==> src/rtl/cra_pkg.sv <==
// Shared constants and types for the ripple-carry adder slice.
// CRA_IN_REG_EN selects the two-stage (input + output register) build.
package cra_pkg;

  localparam int CRA_DEFAULT_WIDTH = 8;

`ifdef CRA_IN_REG_EN
  localparam int CRA_LATENCY = 2;
`else
  localparam int CRA_LATENCY = 1;
`endif

  typedef logic [CRA_DEFAULT_WIDTH-1:0] cra_operand_t;
  typedef logic [CRA_DEFAULT_WIDTH:0]   cra_sum_t;

endpackage

==> src/rtl/cra_if.sv <==
// Operand/result bundle between a producer (master) and the adder (slave).
interface cra_if
  import cra_pkg::*;
#(
  parameter int WIDTH = CRA_DEFAULT_WIDTH
);

  logic [WIDTH-1:0] A;
  logic [WIDTH-1:0] B;
  logic             in_valid;
  logic [WIDTH:0]   sum;
  logic             out_valid;

  modport master (
    output A, B, in_valid,
    input  sum, out_valid
  );

  modport slave (
    input  A, B, in_valid,
    output sum, out_valid
  );

endinterface

==> src/rtl/cra_full_adder.sv <==
// One-bit full-adder cell; the adder is a straight chain of these.
module full_adder (
  input  logic a,
  input  logic b,
  input  logic cin,
  output logic s,
  output logic cout
);

  logic p;

  assign p    = a ^ b;
  assign s    = p ^ cin;
  assign cout = (a & b) | (cin & p);

endmodule

==> src/rtl/cra.sv <==
// Registered unsigned ripple-carry adder, sum is WIDTH+1 bits (MSB = carry-out).
// Define CRA_IN_REG_EN to add an input register stage (latency 2 instead of 1).
module cra
  import cra_pkg::*;
#(
  parameter int WIDTH = CRA_DEFAULT_WIDTH
) (
  input logic   clk,
  input logic   rst,
  cra_if.slave  bus
);

  logic [WIDTH-1:0] op_a;
  logic [WIDTH-1:0] op_b;
  logic             op_valid;
  logic [WIDTH-1:0] s;
  logic [WIDTH:0]   carry;

`ifdef CRA_IN_REG_EN
  // Input stage: the ripple chain only ever sees registered operands.
  always_ff @(posedge clk) begin
    if (rst) begin
      op_a     <= '0;
      op_b     <= '0;
      op_valid <= 1'b0;
    end else begin
      op_a     <= bus.A;
      op_b     <= bus.B;
      op_valid <= bus.in_valid;
    end
  end
`else
  assign op_a     = bus.A;
  assign op_b     = bus.B;
  assign op_valid = bus.in_valid;
`endif

  assign carry[0] = 1'b0;

  for (genvar i = 0; i < WIDTH; i++) begin : g_chain
    full_adder u_fa (
      .a    (op_a[i]),
      .b    (op_b[i]),
      .cin  (carry[i]),
      .s    (s[i]),
      .cout (carry[i+1])
    );
  end

  // Result only loads on a valid launch, so idle-cycle operands never reach sum.
  always_ff @(posedge clk) begin
    if (rst) begin
      bus.sum       <= '0;
      bus.out_valid <= 1'b0;
    end else begin
      if (op_valid) begin
        bus.sum <= {carry[WIDTH], s};
      end
      bus.out_valid <= op_valid;
    end
  end

endmodule

==> src/flat_wrapper.sv <==
// flat-port wrapper written by rule: the top's interface ports become plain ports
module cra_flat import cra_pkg::*;
#(
  parameter int WIDTH = CRA_DEFAULT_WIDTH
)
  (clk, rst, bus_A, bus_B, bus_in_valid, bus_sum, bus_out_valid);
  cra_if #(.WIDTH(WIDTH)) bus_i ();
  input logic clk;
  input logic rst;
  input wire logic [$bits(bus_i.A)-1:0] bus_A;
  input wire logic [$bits(bus_i.B)-1:0] bus_B;
  input wire logic [$bits(bus_i.in_valid)-1:0] bus_in_valid;
  output wire logic [$bits(bus_i.sum)-1:0] bus_sum;
  output wire logic [$bits(bus_i.out_valid)-1:0] bus_out_valid;
  assign bus_i.A = bus_A;
  assign bus_i.B = bus_B;
  assign bus_i.in_valid = bus_in_valid;
  assign bus_sum = bus_i.sum;
  assign bus_out_valid = bus_i.out_valid;
  cra #(.WIDTH(WIDTH)) u_core (.clk(clk), .rst(rst), .bus(bus_i));
endmodule
==> config.mk <==
export PLATFORM = sky130hd
export DESIGN_NAME = cra_flat
export DESIGN_NICKNAME = d
export VERILOG_FILES = /design/src/rtl/cra_pkg.sv /design/src/rtl/cra_if.sv /design/src/rtl/cra_full_adder.sv /design/src/rtl/cra.sv /design/src/flat_wrapper.sv
export SDC_FILE = /design/constraint.sdc
export NUM_CORES = 1
export LEC_CHECK = 0
export CAP_MARGIN = 20
export CORE_UTILIZATION = 36
export DETAILED_ROUTE_END_ITERATION = 12
export PLACE_DENSITY = 0.82
export SLEW_MARGIN = 20
export SYNTH_ARGS = -nofsm -noshare
export SYNTH_HDL_FRONTEND = slang
export SYNTH_SLANG_ARGS = --single-unit
export TNS_END_PERCENT = 20
==> constraint.sdc <==
create_clock -name clk -period 5.4 [get_ports clk]
set_input_delay 0.81 -clock clk [delete_from_list [all_inputs] [get_ports clk]]
set_output_delay 0.81 -clock clk [all_outputs]
set_load 0.03 [all_outputs]
# Yosys cells after proc, flatten, opt, wreduce, memory -nomap -nowiden

Cells that the tools add are included.

Output and inout port bits: 10
Bits of input ports: 19
Logic and storage cells: 39
Bits in registers: 10

Bitwise gates (word level): 37

Operator list:

| cell             | number |
|---|---|
| 1-bit AND        | 15 |
| 1-bit XOR        | 15 |
| 1-bit bitwise OR | 7 |

# Depth between registers and ports, before layout

Depth in word-level cells: 15
Mapped depth: 10
Mapped depth without buffers: 10

# Cells and area by module

Synthesis repeated with hierarchy kept, for this count alone.

Cells, all modules: 40
Area, all modules: 510.5 um2

Modules (own cells, without submodules):

| module     | area each (um2) | times used | cells an instance | seq. area each (um2) |
|---|---|---|---|---|
| cra        | 350.3           | 1          | 32                | 200.2 |
| full_adder | 20.0            | 8          | 1                 | 0.0 |

# Worst setup path after synthesis

Ideal clock, no wire load.

Path kind: input to register
Start point: in bus_B[0]
End point: reg u_core.bus.sum[7]
Cell stages on the path: 10
Setup slack: 1.407 ns
Data required time: 5.314 ns
Data arrival time: 3.908 ns
Buffers on the path: 0
Library setup time: 0.086 ns
Cell sequence: ha_1 > fa_1 > fa_1 > fa_1 > fa_1 > fa_1 > fa_1 > inv_1 > fa_1 > a211oi_1

Cells in the longest elaborated chain, start to end: 14

Ends and longest elaborated chain:

| what                    | line                 | text |
|---|---|---|
| start, declared         | flat_wrapper.sv:11   | `input wire logic [$bits(bus_i.B)-1:0] bus_B;` |
| 1-bit AND (2 in series) | cra_full_adder.sv:14 | `assign cout = (a & b) \| (cin & p);` |
| 1-bit bitwise OR        | cra_full_adder.sv:14 |  |
| 1-bit AND               | cra_full_adder.sv:14 |  |
| 1-bit bitwise OR        | cra_full_adder.sv:14 |  |
| 1-bit AND               | cra_full_adder.sv:14 |  |
| 1-bit bitwise OR        | cra_full_adder.sv:14 |  |
| 1-bit AND               | cra_full_adder.sv:14 |  |
| 1-bit bitwise OR        | cra_full_adder.sv:14 |  |
| 1-bit AND               | cra_full_adder.sv:14 |  |
| 1-bit bitwise OR        | cra_full_adder.sv:14 |  |
| 1-bit AND               | cra_full_adder.sv:14 |  |
| 1-bit bitwise OR        | cra_full_adder.sv:14 |  |
| 1-bit XOR               | cra_full_adder.sv:13 | `assign s = p ^ cin;` |
| end signal, assigned    | cra.sv:57            | `bus.sum <= {carry[WIDTH], s};` |
| end, declared           | cra_if.sv:21         | `output sum, out_valid` |

Every way passes these cells.
A chain may end at the register's enable or synchronous reset.

# Worst setup path after layout

Ends and elaborated chain as after synthesis.

==> impl_results.html <==
<table>
<tr><th>Metric</th><th>Value</th></tr>
<tr><th colspan="2">Yosys</th></tr>
<tr><td>Synth unique cells</td><td>10</td></tr>
<tr><td>Post-synth net total</td><td>69</td></tr>
<tr><td>Count of yosys warnings during synthesis</td><td>0</td></tr>
<tr><td>Total standard cell area after synthesis</td><td>504 um2</td></tr>
<tr><td>Synthesis-stage register bit count</td><td>10</td></tr>
<tr><td>Sequential share of the synthesized area</td><td>0.397</td></tr>
<tr><td>Synth area leaders</td><td>dfxtp_1 (40%), fa_1 (28%), mux2i_1 (14%), nor2_1 (6.7%), a211oi_1 (3.0%)</td></tr>
<tr><td>Fraction of synthesized cell area taken by the top area cell type</td><td>0.397</td></tr>
<tr><td>Average instance area after synthesis</td><td>12.0 um2</td></tr>
<tr><td>Post-Syn Instances</td><td>42</td></tr>
<tr><td>Cell taking the most area after synthesis</td><td>dfxtp_1</td></tr>
<tr><th colspan="2">Clock tree</th></tr>
<tr><td>H-Tree Level Count</td><td>1</td></tr>
<tr><td>Clock transition time at the flip-flop clock pins of the worst setup and hold paths</td><td>0.06 ns</td></tr>
<tr><td>Clock Tree Buf Depth</td><td>2</td></tr>
<tr><td>Number of buffers inserted to repair setup after CTS</td><td>0</td></tr>
<tr><td>Number of buffers created by CTS</td><td>3</td></tr>
<tr><td>TritonCTS clock tree</td><td>built</td></tr>
<tr><td>Clock Latency Late Sink</td><td>0.24 ns</td></tr>
<tr><td>CTS root buf</td><td>clkbuf_4</td></tr>
<tr><td>TritonCTS sink count</td><td>10</td></tr>
<tr><td>PostCTS Resize Cnt</td><td>0</td></tr>
<tr><td>Cts-stage hold buffer count</td><td>0</td></tr>
<tr><th colspan="2">Floorplanning</th></tr>
<tr><td>Total Die Area</td><td>1550 um2</td></tr>
<tr><td>Height of the die</td><td>39.4 um</td></tr>
<tr><td>Cell Rows</td><td>13</td></tr>
<tr><td>CORE AREA</td><td>1300 um2</td></tr>
<tr><td>I/O pin count</td><td>29</td></tr>
<tr><td>Starting Density</td><td>0.388</td></tr>
<tr><td>Die width</td><td>39.4 um</td></tr>
<tr><th colspan="2">Timing</th></tr>
<tr><td>Unrepaired setup endpoints after global routing</td><td>no</td></tr>
<tr><td>Ratio of final minimum period to clock period</td><td>0.790</td></tr>
<tr><td>Worst setup skew after layout</td><td>0 ns</td></tr>
<tr><td>Slew Viols, Final</td><td>0</td></tr>
<tr><td>Worst hold margin</td><td>0.495 ns</td></tr>
<tr><td>Maximum clock frequency</td><td>234 MHz</td></tr>
<tr><td>Final critical-path required period</td><td>4.27 ns</td></tr>
<tr><td>Headroom to the max-slew limit</td><td>0.621</td></tr>
<tr><td>Final Worst Setup Slack</td><td>1.13 ns</td></tr>
<tr><td>Transition at the pin with the smallest max-transition slack</td><td>0.567 ns</td></tr>
<tr><td>Sum of negative setup slack</td><td>0 ns</td></tr>
<tr><td>Setup violators final</td><td>0</td></tr>
<tr><td>Final hold violation count</td><td>0</td></tr>
<tr><th colspan="2">Power and ir drop</th></tr>
<tr><td>Net switching component of the power</td><td>56.0 uW</td></tr>
<tr><td>Fraction of power spent switching nets</td><td>0.285</td></tr>
<tr><td>Tot Pwr</td><td>197 uW</td></tr>
<tr><td>Cell leakage power</td><td>0.000341 uW</td></tr>
<tr><td>Peak supply drop</td><td>123 uV</td></tr>
<tr><td>Part of the total power dissipated in sequential elements</td><td>0.428</td></tr>
<tr><td>Clock Power Share</td><td>0.237</td></tr>
<tr><td>Combinational share of power</td><td>0.335</td></tr>
<tr><td>Power per cell area</td><td>243 nW/um2</td></tr>
<tr><td>Internal Pwr Total</td><td>141 uW</td></tr>
<tr><th colspan="2">Run status</th></tr>
<tr><td>Run status</td><td>complete, no violations</td></tr>
<tr><th colspan="2">Cells and area</th></tr>
<tr><td>Fraction of layout cells with a size suffix above 1</td><td>0.0423</td></tr>
<tr><td>Commonest non-fill, non-tap cell in the layout</td><td>clkdlybuf4s50_1</td></tr>
<tr><td>Sequential cell area</td><td>200 um2</td></tr>
<tr><td>Final net count</td><td>100</td></tr>
<tr><td>Area of the multi-input gates</td><td>278 um2</td></tr>
<tr><td>Antenna cell count</td><td>0</td></tr>
<tr><td>Area growth from synthesis to layout</td><td>60.8%</td></tr>
<tr><td>Number of filler instances in the final layout</td><td>132</td></tr>
<tr><td>Most frequent cells in the layout</td><td>clkdlybuf4s50_1 (28), dfxtp_1 (10), nor2_1 (9), mux2i_1 (7), fa_1 (7)</td></tr>
<tr><td>Final Cell Area</td><td>811 um2</td></tr>
<tr><th colspan="2">Setup path</th></tr>
<tr><td>Required time at the worst-slack endpoint</td><td>5.56 ns</td></tr>
<tr><td>Most used cell along the critical path</td><td>fa_1</td></tr>
<tr><td>Highest-delay cell along the critical path</td><td>clkdlybuf4s50_1</td></tr>
<tr><td>Crit path arrival time</td><td>4.43 ns</td></tr>
<tr><td>Crit start category</td><td>input pin</td></tr>
<tr><td>Cell Chain, Critical Path</td><td>clkdlybuf4s50_1, ha_1, fa_1, fa_1, fa_1, fa_1, fa_1, fa_1, inv_1, fa_1, a211oi_1</td></tr>
<tr><td>Setup Crit Path Kind</td><td>in2reg</td></tr>
<tr><td>Max Fanout on Critical Path</td><td>1</td></tr>
<tr><td>Crit-path max cell delay</td><td>0.40 ns</td></tr>
<tr><td>Worst Setup End Kind</td><td>flip-flop</td></tr>
<tr><td>Category of cells accounting for the largest share of critical-path delay</td><td>adder cells</td></tr>
<tr><td>Worst path bufs/invs</td><td>2</td></tr>
<tr><th colspan="2">Placed design</th></tr>
<tr><td>Detailed placement HPWL</td><td>737 um</td></tr>
<tr><td>Worst slack, placed</td><td>0.826 ns</td></tr>
<tr><td>DP Area</td><td>788 um2</td></tr>
<tr><td>Final Wtd Congestion</td><td>0.624</td></tr>
<tr><td>Count of input and output buffers</td><td>28</td></tr>
<tr><th colspan="2">Drt</th></tr>
<tr><td>Drt initial violations</td><td>6</td></tr>
<tr><td>First-pass DRT Iterations</td><td>3</td></tr>
<tr><td>DRT antenna net count</td><td>0</td></tr>
<tr><td>Average wire per standard cell</td><td>10.3 um</td></tr>
<tr><td>Via-to-Cell Ratio</td><td>4.53</td></tr>
<tr><td>Number of vias in the routed layout</td><td>390</td></tr>
<tr><td>Total length of routed wires</td><td>887 um</td></tr>
<tr><td>Drt drc</td><td>0</td></tr>
<tr><th colspan="2">Global routing</th></tr>
<tr><td>First-pass GRT wire length</td><td>1410 um</td></tr>
<tr><td>Maximum number of pins on one net before global-route repair</td><td>13</td></tr>
<tr><td>Number of antenna violations at the first check in global routing</td><td>0</td></tr>
<tr><td>Global route overflow</td><td>0</td></tr>
<tr><td>Via count of the first global-routing pass</td><td>320</td></tr>
<tr><td>Total routing resource utilization after global routing</td><td>0.137</td></tr>
<tr><th colspan="2">Job</th></tr>
<tr><td>Max cap viols</td><td>0</td></tr>
<tr><th colspan="2">Worst hold path</th></tr>
<tr><td>Min-delay worst type</td><td>reg2reg</td></tr>
</table>
[metrics by stage]
| step | cells | utilization |
|---|---|---|
| floorplan | 42 | - |
| global placement | 83 | 0.606 |
| detailed placement | 83 | 0.606 |
| CTS | 86 | 0.623 |
| global route | 86 | 0.623 |
| finish | 86 | 0.623 |
[Yosys cell counts]
cell type,n
ha_1,1
buf_6,1
nor2_1,9
inv_1,3
dfxtp_1,10
fa_1,7
a211oi_1,2
nor2b_1,1
mux2i_1,7
clkbuf_1,1
[layer usage]
metal  vias up  GRT usage  routed length (um)
met1       179      0.179                 381
met2        19      0.221                 426
met5         -          0                   0
li1        192          -                   -
met4         0     0.0259                   0
met3         0     0.0398                  80
[worst register-to-register path, stage by stage (launching register included)]
cell and delay [ns]:
dfxtp_1 0.34, nor2_1 0.04, a211oi_1 0.22
[power groups by stage]
stage	clock network [uW]	registers (uW)	logic, uW
detailed placement	0	85.8	66.8
finish	46.6	84.3	65.9
CTS	48.5	84.3	67.0
global route	54.0	85.1	72.4
global placement	0	85.6	65.9
floorplan	0	99.8	20.7
[flip-flops by register name (all words and copies together) (netlist names)]
name / cells
u_core.bus.out_valid: 1
u_core.bus.sum: 9
[final timing paths]
path	start	end	slack, ns	cells after the start
worst max-delay path	bus_B[0]	u_core.bus.sum[7]	1.13	11
worst min-delay path	u_core.bus.sum[4]	u_core.bus.sum[4]	0.49	2
worst max register to register	u_core.bus.sum[7]	u_core.bus.sum[7]	4.71	2
worst min register to register	u_core.bus.sum[4]	u_core.bus.sum[4]	0.49	2
[kinds of logic (layout without fill, tap and decap cells)]
kind of cell               count (synthesis)  after routing  synth area share
and+or+nand+nor                           10             10            0.0794
buffers and inverters                      5             34            0.0521
AOI/OAI and AO/OA                          2              2            0.0298
muxes                                      7              7             0.139
adders and majority gates                  8              8             0.303
DFF                                       10             10             0.397
[cell type report]
cell class	count	share of cell area
inverters	3	0.0139
well taps	15	0.0231
flip-flops and latches	10	0.247
repair buffers	28	0.346
clock buffers	3	0.0278
multi-input cells	27	0.343
No activity file was read; power rests on OpenSTA's default activity.
